<file path="config.mk">
export PLATFORM = sky130hd
export DESIGN_NAME = ram_fifo_ctrl
export DESIGN_NICKNAME = d
export VERILOG_FILES = /design/src/rtl/ram_fifo_pkg.sv /design/src/rtl/ram_fifo_ctrl_ptr_counter.sv /design/src/rtl/ram_fifo_ctrl.sv
export SDC_FILE = /design/constraint.sdc
export NUM_CORES = 1
export LEC_CHECK = 0
export ABC_AREA = 1
export BUFFER_PORTS_ARGS = -buffer_cell sky130_fd_sc_hd__buf_4
export CAP_MARGIN = 5
export CORE_AREA = 2 2 45 47
export CTS_BUF_LIST = sky130_fd_sc_hd__clkbuf_8
export DETAILED_ROUTE_END_ITERATION = 7
export DIE_AREA = 0 0 47 49
export PLACE_DENSITY = 0.79
export SLEW_MARGIN = 5
export SYNTH_ARGS = -nofsm -noshare
export SYNTH_HDL_FRONTEND = slang
export SYNTH_HIERARCHICAL = 1
export SYNTH_SLANG_ARGS = --single-unit
</file>
<file path="constraint.sdc">
create_clock -name clock -period 2.8 [get_ports clock]
set_clock_uncertainty 0.15 [all_clocks]
set_input_delay 0 -clock clock [delete_from_list [all_inputs] [get_ports clock]]
set_output_delay 0 -clock clock [all_outputs]
set_load 0.05 [all_outputs]
</file>
<file path="src/rtl/ram_fifo_pkg.sv">
// ram_fifo_pkg: shared widths and pointer helpers for the RAM FIFO controller.
package ram_fifo_pkg;
    localparam int unsigned DEF_MEM_SIZE = 6;
    localparam int unsigned DEF_DATA_W   = 10;
    localparam int unsigned DEF_AF_LEVEL = 5;
    localparam int unsigned DEF_ADDR_W   = $clog2(DEF_MEM_SIZE);
    localparam int unsigned DEF_OCC_W    = $clog2(DEF_MEM_SIZE + 2);

    function automatic int unsigned addr_width(input int unsigned size);
        return $clog2(size);
    endfunction

    // Occupancy spans 0..size+1 (RAM words plus the RAM output register).
    function automatic int unsigned occ_width(input int unsigned size);
        return $clog2(size + 2);
    endfunction

    // Increment with wrap at size-1, so any depth works, not only powers of 2.
    function automatic int unsigned ptr_next(input int unsigned ptr, input int unsigned size);
        return (ptr == size - 1) ? 0 : ptr + 1;
    endfunction
endpackage

</file>
<file path="src/rtl/ram_fifo_ctrl_ptr_counter.sv">
// mod_ptr_counter: enabled modulo-SIZE address pointer with synchronous reset to 0.
module mod_ptr_counter
    import ram_fifo_pkg::*;
#(
    parameter int unsigned SIZE = DEF_MEM_SIZE,
    parameter int unsigned W    = addr_width(SIZE)
) (
    input  logic         clock,
    input  logic         reset,
    input  logic         en,
    output logic [W-1:0] ptr
);
    logic [W-1:0] ptr_q, ptr_d;

    // Advance on enable, wrapping after SIZE-1.
    always_comb ptr_d = en ? W'(ptr_next(32'(ptr_q), SIZE)) : ptr_q;

    // Pointer register.
    always_ff @(posedge clock) ptr_q <= reset ? '0 : ptr_d;

    assign ptr = ptr_q;
endmodule

</file>
<file path="src/rtl/ram_fifo_ctrl.sv">
// ram_fifo_ctrl: valid/ready FIFO controller around a registered-read dual-port RAM,
// presenting RAM dataout as a first-word-fall-through stream.
// Define FIFO_ALMOST_FULL_EN to get a registered almost_full flag; otherwise it is 0.
module ram_fifo_ctrl
    import ram_fifo_pkg::*;
#(
    parameter int unsigned MEM_SIZE = DEF_MEM_SIZE,
    parameter int unsigned DATA_W   = DEF_DATA_W,
    parameter int unsigned AF_LEVEL = DEF_AF_LEVEL,
    localparam int unsigned AW      = addr_width(MEM_SIZE),
    localparam int unsigned OW      = occ_width(MEM_SIZE)
) (
    input  logic              clock,
    input  logic              reset,
    input  logic              in_valid,
    output logic              in_ready,
    input  logic [DATA_W-1:0] in_data,
    output logic              out_valid,
    input  logic              out_ready,
    output logic [DATA_W-1:0] out_data,
    output logic              ram_write,
    output logic [DATA_W-1:0] ram_datain,
    output logic [AW-1:0]     ram_addr_w,
    output logic              ram_read,
    output logic [AW-1:0]     ram_addr_r,
    input  logic [DATA_W-1:0] ram_dataout,
    output logic [OW-1:0]     occ,
    output logic              almost_full
);
    localparam logic [OW-1:0] FULL_CNT = OW'(MEM_SIZE);
`ifdef FIFO_ALMOST_FULL_EN
    localparam bit AF_EN = 1'b1;
`else
    localparam bit AF_EN = 1'b0;
`endif

    logic [OW-1:0] cnt_q, cnt_d, occ_d;
    logic          out_valid_q, out_valid_d;
    logic          af_q, af_d;
    logic [AW-1:0] wr_ptr, rd_ptr;

    mod_ptr_counter #(.SIZE(MEM_SIZE), .W(AW)) u_wr_ptr (
        .clock (clock),
        .reset (reset),
        .en    (ram_write),
        .ptr   (wr_ptr)
    );

    mod_ptr_counter #(.SIZE(MEM_SIZE), .W(AW)) u_rd_ptr (
        .clock (clock),
        .reset (reset),
        .en    (ram_read),
        .ptr   (rd_ptr)
    );

    assign in_ready    = cnt_q < FULL_CNT;
    assign ram_write   = in_valid & in_ready;
    assign ram_datain  = in_data;
    assign ram_addr_w  = wr_ptr;
    // A read refills the output register whenever it is empty or being drained; while
    // stalled no read is issued, so the RAM holds dataout and out_data stays stable.
    assign ram_read    = (cnt_q != '0) & (~out_valid_q | out_ready);
    assign ram_addr_r  = rd_ptr;
    assign out_valid   = out_valid_q;
    assign out_data    = ram_dataout;
    assign occ         = cnt_q + OW'(out_valid_q);
    assign almost_full = AF_EN & af_q;

    // Next RAM word count, output-register validity and almost-full flag.
    always_comb begin
        cnt_d       = cnt_q + OW'(ram_write) - OW'(ram_read);
        out_valid_d = ram_read ? 1'b1 : (out_ready ? 1'b0 : out_valid_q);
        occ_d       = cnt_d + OW'(out_valid_d);
        af_d        = AF_EN && (32'(occ_d) >= AF_LEVEL);
    end

    // State registers; reset discards all held words.
    always_ff @(posedge clock) begin
        if (reset) begin
            cnt_q       <= '0;
            out_valid_q <= 1'b0;
            af_q        <= 1'b0;
        end else begin
            cnt_q       <= cnt_d;
            out_valid_q <= out_valid_d;
            af_q        <= af_d;
        end
    end
endmodule

</file>
==> results.yml <==
outcome:
  outcome: "finished clean"
drt:
  detail_route.iter0.violations: 5
  dr.pass1.iters: 4
  vias_per_cell: 4.04
  post-route-drc-count: 0
  wirelength_um: 1260
  vias: 562
  ant_nets: 0
  wl_per_cell_um: 9.06
power:
  p_switching_uw: 527
  swShare: 0.508
  power_density_nw_per_um2: 1090
  seqPwrFrac: 0.219
  combPwrFrac: 0.610
  p_int_uw: 510
  ir_drop_v: 0.000536
  power_frac_clock: 0.172
  p_leak_nw: 0.492
yosys:
  synth_most_common_cell: "buf_4"
  netlist_top_cells_area: "dfxtp_1 30%, buf_4 23%, inv_1 10%, ha_1 9.3%, nand2_1 7.8%"
  synth_top_area_share: 0.296
  synth_cell_type_count: 13
  ys_async_sr_fraction: 0
  synth_nets: 121
  syn_inst: 91
  yosys.area.top_type: "dfxtp_1"
  synth_area_um2: 676
  ys_seq_area_frac: 0.296
  synthTopCellsByCount: "21 x buf_4, 18 x inv_1, 14 x nand2_1"
  synthFlopType: "dfxtp_1"
  synth_edf_count: 0
  yosys_warnings: 6
  syn_area_per_cell_um2: 7.42
  synth_seq_cells: 10
cells_and_area:
  syn_to_final_growth_pct: 40.7
  nets: 143
  multi_input_area_um2: 254
  diodes: 0
  n_fill_cell: 183
  drive_gt1_frac: 0.232
  fin_util: 0.516
  regArea_um2: 200
  final_area_um2: 951
floorplan:
  die_w_um: 47
  coreArea_um2: 1840
  die_y_um: 49
  rows: 16
  initial_utilization: 0.367
  io_pins: 58
  die-area_um2: 2300
sta:
  hold_violations: 0
  fin_crit_sh: 0.765
  finalSetupTns_ns: 0
  rsz0062_at_grt: "false"
  setup_slack_ns: 0.657
  worst_slew_pin_slew_ns: 0.505
  slew_viol_final: 0
  slew_headroom: 0.662
  fmax_ghz: 0.467
  setup_viol: 0
  finalCriticalPeriod_ns: 2.14
global_route:
  antenna_found_initial: 0
  grt_max_degree: 7
  grt_use_total: 0.105
  grt_pass1_vias: 461
  grt_pass1_wl_um: 1790
  grt.overflow.total: 0
hold_path:
  worstHoldPathType: "in2reg"
clock_network:
  cts_buffers: 3
  insertion_delay_ns: 0.23
  cts_setup_buffers: 0
  root_buffer: "clkbuf_8"
  cts_tree: "built"
  cts_hold_buf: 22
  htreeDepth: 1
  max-clock-path-buffers: 2
  numClockSinks: 10
  clk_pin_slew_ns: 0.05
  post_cts_resized: 0
placed_design:
  io_buffers: 16
  gp_congestion: 0.700
  place_ws_ns: 0.682
  hpwl_um: 834
  placed_cell_area_um2: 676
setup_path:
  slowest_delay_ns: 0.54
  critPathLaunchType: "input pin"
  slowest_stage: "dlygate4sd3_1"
  cp_top_family: "adder cells"
  crit_top_cell: "inv_1"
  critical_path_class: "in2reg"
  crit_arrival_ns: 2.12
  cp.required_ns: 2.78
  cp_num_buf_inv: 5
  end_kind: "register"
  cp_cell_sequence: "dlygate4sd3_1 -> buf_4 -> inv_1 -> nand2_1 -> a21boi_2 -> ha_1 -> inv_1 -> ha_1 -> inv_1 -> fa_1 -> xnor2_1 -> nor2_1"
  worst-path-max-fanout: 6
run:
  maxCapViolCount: 0
-- flip-flops by register name, summed over array words and instances, names as in the netlist --
signal and count:
cnt_q 3, u_rd_ptr/ptr 3, u_wr_ptr/ptr 3, out_valid 1
-- worst min-delay path, cell delays in order --
cell and delay [ns]:
buf_4 0.11, inv_1 0.04, nor2_1 0.09, nor2_1 0.11
nor2_1 0.05
-- worst paths after layout --
check | from | end | slack (ns) | cells after the start
worst max-delay path | out_ready | cnt_q[2] | 0.66 | 12
worst min-delay path | in_valid | u_wr_ptr/ptr[0] | 0.06 | 5
worst max register to register | cnt_q[1] | cnt_q[2] | 0.69 | 9
worst min register to register | u_wr_ptr/ptr[0] | u_wr_ptr/ptr[0] | 0.38 | 2
-- power groups by stage --
stage               combinational, mW  clock (mW)  sequential, mW
floorplan                       0.432           0           0.299
global placement                0.543           0           0.226
detailed placement              0.555           0           0.229
CTS                             0.640       0.185           0.227
global route                    0.683       0.190           0.234
finish                          0.632       0.178           0.227
-- stage by stage --
stage / total power, mW / hold WS, ns / std cells
CTS: 1.05 / 0.0556 / 139
detailed placement: 0.784 / -0.150 / 113
finish: 1.04 / 0.0565 / 139
floorplan: 0.731 / -0.0833 / 91
global placement: 0.768 / -0.150 / 113
global route: 1.11 / 0.0916 / 139
-- layout make-up --
class,count,area share
clock buffer,4,0.0579
inverter,18,0.0711
multi-input combinational,42,0.267
sequential,10,0.211
tap,27,0.0355
timing repair buffer,38,0.358
-- per-layer routing --
| layer | track usage | vias up | share of wire |
|---|---|---|---|
| li1 | - | 285 | - |
| met1 | 0.112 | 246 | 0.38 |
| met2 | 0.183 | 31 | 0.53 |
| met3 | 0.0333 | 0 | 0.091 |
| met4 | 0.0417 | 0 | 0 |
| met5 | 0 | - | 0 |
-- kinds of logic (layout without fill, tap and decap cells) --
kind of cell | Yosys count | after routing | synth area share
buffers and inverters | 39 | 60 | 0.333
AND/OR/NAND/NOR | 32 | 32 | 0.206
flip-flops | 10 | 10 | 0.296
adder cells (fa/ha/maj) | 6 | 6 | 0.122
XOR/XNOR | 2 | 2 | 0.0259
other | 1 | 1 | 0.00555
AO/OA/AOI/OAI | 1 | 1 | 0.0111
-- placed cells by master (no fill, tap or decap), drive strengths merged --
cell | netlist | routed
a21boi | 1 | 1
buf | 21 | 16
clkbuf | 0 | 4
conb | 1 | 1
dfxtp | 10 | 10
dlygate4sd3 | 0 | 22
fa | 1 | 1
ha | 5 | 5
inv | 18 | 18
nand2 | 14 | 14
nand3 | 5 | 5
nor2 | 13 | 13
xnor2 | 1 | 1
xor2 | 1 | 1
(Power assumes the default switching activity.)
